## config.mk

```make
export PLATFORM = sky130hd
export DESIGN_NAME = serial_word_collector
export DESIGN_NICKNAME = d
export VERILOG_FILES = /design/src/rtl/serial_word_collector.sv
export SDC_FILE = /design/constraint.sdc
export NUM_CORES = 1
export LEC_CHECK = 0
export CAP_MARGIN = 20
export CELL_PAD_IN_SITES_DETAIL_PLACEMENT = 0
export CELL_PAD_IN_SITES_GLOBAL_PLACEMENT = 1
export CORE_ASPECT_RATIO = 0.8
export CORE_UTILIZATION = 43
export CTS_CLUSTER_DIAMETER = 80
export DETAILED_ROUTE_END_ITERATION = 10
export GPL_ROUTABILITY_DRIVEN = 1
export PLACE_DENSITY_LB_ADDON = 0.1
export SLEW_MARGIN = 25
export SYNTH_ARGS = -nofsm -noshare
export SYNTH_HDL_FRONTEND = slang
export SYNTH_SLANG_ARGS = --single-unit
```

## constraint.sdc

```tcl
create_clock -name clk -period 3.87 [get_ports clk]
set_clock_uncertainty 0.2 [all_clocks]
set_input_delay 0.774 -clock clk [delete_from_list [all_inputs] [get_ports clk]]
set_output_delay 0.774 -clock clk [all_outputs]
set_load 0.01 [all_outputs]
```

## src/rtl/serial_word_collector.sv

```systemverilog
// serial_word_collector
// Collects a framed serial bit stream MSB-first into WIDTH-bit words and
// presents each completed word, with its even parity, through a single-entry
// valid/ready output register. A word completed while the register is still
// occupied (and not being accepted on that edge) is dropped and recorded in a
// sticky overflow flag.

module serial_word_collector #(
  parameter int WIDTH = 8
) (
  input  logic             clk,
  input  logic             rstn,
  input  logic             bit_in,
  input  logic             bit_en,
  input  logic             frame_start,
  output logic [WIDTH-1:0] word_out,
  output logic             word_par,
  output logic             word_valid,
  input  logic             word_ready,
  output logic             overflow,
  input  logic             clear_ovf,
  output logic             busy
);

  localparam int CW = (WIDTH > 2) ? $clog2(WIDTH) : 1;
  localparam logic [CW-1:0] CNT_LAST = CW'(WIDTH - 1);

  typedef enum logic [0:0] {
    IDLE    = 1'b0,
    COLLECT = 1'b1
  } state_t;

  // Even-parity bit of a completed word.
  function automatic logic parity_of(input logic [WIDTH-1:0] w);
    return ^w;
  endfunction

  state_t           state_r;
  state_t           state_s;
  logic [CW-1:0]    cnt_r;
  logic [CW-1:0]    cnt_s;
  logic [WIDTH-2:0] shreg_r;
  logic [WIDTH-2:0] shreg_s;
  logic             busy_s;

  logic             capture_s;
  logic             complete_s;
  logic [WIDTH-1:0] full_word_s;
  logic             load_s;
  logic             drop_s;
  logic             valid_s;
  logic             ovf_s;

  // A bit is taken only inside a frame, and an abort (frame_start) wins over it.
  assign capture_s   = (state_r == COLLECT) && bit_en && !frame_start;
  assign complete_s  = capture_s && (cnt_r == CNT_LAST);
  assign full_word_s = {shreg_r, bit_in};
  assign load_s      = complete_s && (!word_valid || word_ready);
  assign drop_s      = complete_s && word_valid && !word_ready;

  // State register.
  always_ff @(posedge clk or negedge rstn) begin
    if (!rstn) begin
      state_r <= IDLE;
    end else begin
      state_r <= state_s;
    end
  end

  // Next-state logic: frame_start always (re)enters COLLECT, the last bit leaves it.
  always_comb begin
    state_s = state_r;
    case (state_r)
      IDLE: begin
        if (frame_start) begin
          state_s = COLLECT;
        end else begin
          state_s = IDLE;
        end
      end
      COLLECT: begin
        if (frame_start) begin
          state_s = COLLECT;
        end else if (complete_s) begin
          state_s = IDLE;
        end else begin
          state_s = COLLECT;
        end
      end
      default: begin
        state_s = IDLE;
      end
    endcase
  end

  // FSM output logic: busy mirrors the state being entered so it is registered.
  always_comb begin
    busy_s = 1'b0;
    if (state_s == COLLECT) begin
      busy_s = 1'b1;
    end else begin
      busy_s = 1'b0;
    end
  end

  // Bit counter and shift register next values: clear on start/abort/completion, shift on capture.
  always_comb begin
    cnt_s   = cnt_r;
    shreg_s = shreg_r;
    if (frame_start) begin
      cnt_s   = {CW{1'b0}};
      shreg_s = {(WIDTH-1){1'b0}};
    end else if (complete_s) begin
      cnt_s   = {CW{1'b0}};
      shreg_s = {(WIDTH-1){1'b0}};
    end else if (capture_s) begin
      cnt_s   = cnt_r + CW'(1'b1);
      shreg_s = full_word_s[WIDTH-2:0];
    end else begin
      cnt_s   = cnt_r;
      shreg_s = shreg_r;
    end
  end

  // Output register occupancy and sticky overflow; a drop beats a simultaneous clear.
  always_comb begin
    valid_s = word_valid;
    ovf_s   = overflow;
    if (load_s) begin
      valid_s = 1'b1;
    end else if (word_valid && word_ready) begin
      valid_s = 1'b0;
    end else begin
      valid_s = word_valid;
    end
    if (drop_s) begin
      ovf_s = 1'b1;
    end else if (clear_ovf) begin
      ovf_s = 1'b0;
    end else begin
      ovf_s = overflow;
    end
  end

  // Collector datapath registers and busy flag.
  always_ff @(posedge clk or negedge rstn) begin
    if (!rstn) begin
      cnt_r   <= {CW{1'b0}};
      shreg_r <= {(WIDTH-1){1'b0}};
      busy    <= 1'b0;
    end else begin
      cnt_r   <= cnt_s;
      shreg_r <= shreg_s;
      busy    <= busy_s;
    end
  end

  // Output word register: loaded only when a completed word is accepted into it.
  always_ff @(posedge clk or negedge rstn) begin
    if (!rstn) begin
      word_out   <= {WIDTH{1'b0}};
      word_par   <= 1'b0;
      word_valid <= 1'b0;
      overflow   <= 1'b0;
    end else begin
      if (load_s) begin
        word_out <= full_word_s;
        word_par <= parity_of(full_word_s);
      end else begin
        word_out <= word_out;
        word_par <= word_par;
      end
      word_valid <= valid_s;
      overflow   <= ovf_s;
    end
  end

endmodule
```

# == Yosys cells after proc, flatten, opt, wreduce, memory -nomap -nowiden ==
# Cells that the tools add are included.
# word_totals
word_cells,41
ff_bits,23
out_inout_bits,12
in_bits,7
# op_classes
mux,15
n_eq_ne,1
reduce_logical,15
add_sub_neg,1
bitwise_logic,1
# ops
operator,count
two-way mux 7 bit,3
two-way mux 3 bit,3
two-way mux 1 bit,8
parity 8 bit,1
logical AND 1 bit,7
nonzero test 2 bit,2
adder 3 x 1 -> 3 bit (second input constant),1
== test 3 bit (second input constant),1
zero test 1 bit,3
nonzero test 3 bit,1
one-hot mux 1 bit (2 select lines),1
logical OR 1 bit,1
inverter 1 bit,1

# == Depth between registers and ports, before layout ==
# logic_depth
word_depth,7
mapped_depth,7
depth_no_buf,6

# == Worst setup path before layout ==
# OpenSTA, ideal clock, no wires.
# synth_path
path_kind,input -> register
from,input frame_start
to,register word_out[0]
path_buffers,1
slack_ps,1999
setup_time_ps,125
arrival_time_ps,1546
t_required_ps,3545
stages,4
cell_sequence,nand4b_4 -> nor2b_1 -> buf_6 -> mux2_4
# synth_between
elab_chain_cells,4
# synth_lines
element,line_no,rtl
"start, declared",15,"input logic frame_start,"
zero test 1 bit,55,assign capture_s = (state_r == COLLECT) && bit_en && !frame_start;
logical AND 1 bit,55,
logical AND 1 bit,56,assign complete_s = capture_s && (cnt_r == CNT_LAST);
logical AND 1 bit,58,assign load_s = complete_s && (!word_valid || word_ready);
"end signal, assigned",161,word_out <= {WIDTH{1'b0}};
"end signal, assigned",167,word_out <= full_word_s;
"end signal, assigned",170,word_out <= word_out;
"end, declared",16,"output logic [WIDTH-1:0] word_out,"
# Every way passes these cells.
# A chain may end at the register's enable or synchronous reset.

# == Worst setup path after layout ==
# layout_path
from,register busy
to,output busy
# layout_rtl
element,line_no,rtl
"start, declared",22,output logic busy
"start signal, assigned",154,busy <= busy_s;
# No word-level cell between the ends.

==> results.tsv <==
stage	metric	value	unit
outcome	status	completed	
detailed_routing	number of search-and-repair iterations in the first detailed-routing pass	2	
cts	clock buffers created by TritonCTS	3	
logic_synthesis	largest area contributor in the synthesized netlist	sky130_fd_sc_hd__dfrtp_1	
critical_path	cell-by-cell trace of the critical path	clkdlybuf4s50_1	
floorplan	Die Ht	44.1	µm
cells_and_area	share of the core filled with cells	61.1	%
global_route	All-Layer GR Usage	17.4	%
power_and_ir_drop	worst IR drop on VDD	0.265	mV
floorplan	boundary pin count	19	
floorplan	starting density of the core	48.2	%
logic_synthesis	sequential cell area fraction in the yosys report	57.7	%
cts	clk_lat worst skew	310	ps
detailed_routing	antenna-violating nets left	0	
detailed_routing	wire per inst	14.5	µm
critical_path	crit-path max FO	6	
logic_synthesis	asr flop ratio synth	100	%
cells_and_area	Finished Layout Cells	110	
cells_and_area	antenna cells	0	
sta	slew at the pin closest to its max-slew limit	734	ps
cells_and_area	Final nets	96	
cts	sink count of the clock tree	22	
detailed_routing	via count normalized by instance count	5.27	
logic_synthesis	area share of the largest cell type after synthesis	57.7	%
min_path	HP Class	input port to async pin	
global_route	first-pass GRT wire length	2.79	mm
power_and_ir_drop	Clk pwr share	40.2	%
critical_path	critical-path cell with the highest stage delay	sky130_fd_sc_hd__clkdlybuf4s50_1	
logic_synthesis	Top FF cell, synth	sky130_fd_sc_hd__dfrtp_1	
logic_synthesis	Post-Synthesis Net Count	73	
global_route	maximum number of pins on one net before global-route repair	23	
cells_and_area	share of layout cells above drive strength 1	19.8	%
sta	upper clock frequency limit	0.421	GHz
critical_path	data required time at the worst endpoint	2900	ps
detailed_routing	DRC violations left	0	
critical_path	type of element launching the critical path	register	
logic_synthesis	leading post-synthesis cells by cell area	sky130_fd_sc_hd__dfrtp_1 58%, sky130_fd_sc_hd__mux2_4 13%, sky130_fd_sc_hd__a22o_1 7.3%, sky130_fd_sc_hd__xnor2_1 6.4%, sky130_fd_sc_hd__ha_1 2.6%	
power_and_ir_drop	internal power	351	µW
critical_path	number of buffers and inverters on the critical path	1	
detailed_routing	total wirelength of the detailed-routed design	1.59	mm
cts	Setup Buffers After CTS	0	
cts	largest buffer count on any clock path	2	
sta	RSZ-0062 raised after global routing	no	
global_route	number of global-route vias before repair	581	
cts	# hold bufs at CTS	0	
logic_synthesis	Yosys reg bits	22	
detailed_routing	via count	580	
floorplan	number of cell rows	14	
power_and_ir_drop	net switching component of the power	89.4	µW
power_and_ir_drop	P per Cell Area	364	mW/mm²
critical_path	CP Data Arrival Time	1400	ps
cts	clock transition at the registers of the reported paths	120	ps
floorplan	die outline width	54.7	µm
flow_run	max-cap check violation count	0	
logic_synthesis	number of warning messages in the yosys log	0	
critical_path	endpoint class of the critical path	output port	
logic_synthesis	post-synthesis instance total	64	
logic_synthesis	number of distinct library cells after synthesis	18	
sta	Hold WS	193	ps
global_route	sum of overflow across all layers after global routing	0	
cts	maximum level of the CTS H-tree	1	
sta	count of final hold-check violations	0	
logic_synthesis	cell area after technology mapping	955	µm²
sta	fin crit period	2370	ps
power_and_ir_drop	reported leakage power	0.000546	µW
sta	Setup Viol. Count Final	0	
critical_path	Crit path largest cell delay	580	ps
sta	fin crit share	61.3	%
sta	worst rel slew slack	51.1	%
sta	setup TNS	0	ps
logic_synthesis	leading cell type by number of instances after synthesis	sky130_fd_sc_hd__dfrtp_1	
critical_path	Largest delay share family, worst path	buffers and inverters	
placement	count of port buffers added during placement	18	
sta	max-slew violation total from the final report	0	
power_and_ir_drop	combinational power share	6.3	%
cells_and_area	area growth from synthesis to layout	26.6	%
floorplan	total core area	0.00198	mm²
placement	Routability Congestion	0.713	
critical_path	category of the most critical setup path	register to output port	
power_and_ir_drop	switching power share of the total	20.3	%
power_and_ir_drop	Power Total	440	µW
global_route	number of antenna violations at the first check in global routing	0	
placement	HPWL reported at the end of detailed placement	1.08	mm
logic_synthesis	list of most frequent post-synthesis cells	22 x sky130_fd_sc_hd__dfrtp_1, 8 x sky130_fd_sc_hd__a22o_1, 8 x sky130_fd_sc_hd__mux2_4	
logic_synthesis	mean instance size in the synthesized netlist	14.9	µm²
cts	PostCTS Resize Cnt	0	
floorplan	overall die area	0.00241	mm²
power_and_ir_drop	sequential fraction of design power	53.5	%
cts	root buffer selected by CTS	sky130_fd_sc_hd__clkbuf_4	
placement	instance count after placement with tap cells included	106	
detailed_routing	initial detailed-routing violation count	7	
logic_synthesis	number of synthesized flops with an enable pin	0	
cts	clock tree from TritonCTS	built	
## sequential cells by signal (all words and copies together), names as in the netlist
name / flops
busy: 1
cnt_r: 3
overflow: 1
shreg_r: 7
word_out: 8
word_par: 1
word_valid: 1
## metal layers
metal | global-route usage [%] | up-vias | share of wire (%)
li1 | - | 276 | -
met1 | 24.6 | 283 | 53
met2 | 22.7 | 16 | 40
met3 | 7.22 | 5 | 5.5
met4 | 8.72 | 0 | 1.9
met5 | 0 | - | 0
## layout make-up
class / count / area, µm²
Fill cell: 163 / 771
Sequential cell: 22 / 551
Multi-Input combinational cell: 40 / 389
Timing Repair Buffer: 19 / 183
Clock inverter: 1 / 30.0
Tap cell: 24 / 30.0
Clock buffer: 3 / 22.5
Inverter: 1 / 3.75
## cell families (layout without fill, tap and decap cells)
group,Yosys count,count (layout),share of synthesized area (%)
flip-flops,22,22,57.7
XOR/XNOR,7,7,6.42
buffers and inverters,2,24,1.57
multiplexers,9,9,13.8
AND/OR/NAND/NOR,9,9,7.60
adder cells (fa/ha/maj),2,2,2.62
AO/OA/AOI/OAI,13,13,10.4
## stage by stage
| stage | setup slack, ps | cell area, µm² |
|---|---|---|
| floorplan | 2000 | 955 |
| global placement | 1360 | 1160 |
| detailed placement | 1330 | 1160 |
| CTS | 1490 | 1210 |
| global route | 1410 | 1210 |
| finish | 1500 | 1210 |
## power groups by stage
stage	Sequential [µW]	Combinational, µW	Clock, µW
floorplan	240	13.1	0
global placement	240	28.3	0
detailed placement	240	28.5	0
CTS	236	28.9	181
global route	236	31.3	194
finish	236	27.5	177
## layout by cell type (no fill, tap or decap)
cell,netlist,routed
sky130_fd_sc_hd__dfrtp_1,22,22
sky130_fd_sc_hd__clkdlybuf4s50_1,0,17
sky130_fd_sc_hd__mux2_4,8,8
sky130_fd_sc_hd__a22o_1,8,8
sky130_fd_sc_hd__xnor2_1,7,7
sky130_fd_sc_hd__nand2_1,3,3
sky130_fd_sc_hd__a21oi_1,3,3
sky130_fd_sc_hd__clkbuf_4,0,3
sky130_fd_sc_hd__ha_1,2,2
sky130_fd_sc_hd__nand4b_4,1,1
sky130_fd_sc_hd__o21a_1,1,1
sky130_fd_sc_hd__inv_1,1,1
sky130_fd_sc_hd__nand2b_1,1,1
sky130_fd_sc_hd__o22ai_1,1,1
sky130_fd_sc_hd__nor2b_1,1,1
sky130_fd_sc_hd__nor3_4,1,1
sky130_fd_sc_hd__mux2_2,1,1
sky130_fd_sc_hd__nand3_1,1,1
sky130_fd_sc_hd__nor2_1,1,1
sky130_fd_sc_hd__bufinv_16,0,1
sky130_fd_sc_hd__buf_2,0,1
sky130_fd_sc_hd__buf_4,0,1
## final timing paths
path / from / endpoint / slack [ps] / cells past startpoint
min reg2reg: word_out[6] / word_out[6] / 330 / 1
min: rstn / overflow / 190 / 1
max: busy / busy / 1500 / 1
max in group asynchronous: rstn / cnt_r[2] / 2950 / 1
max reg2reg: cnt_r[0] / word_out[3] / 1970 / 6
min in group clk: word_out[6] / word_out[6] / 330 / 1
No activity file was read; power rests on OpenSTA's default activity.
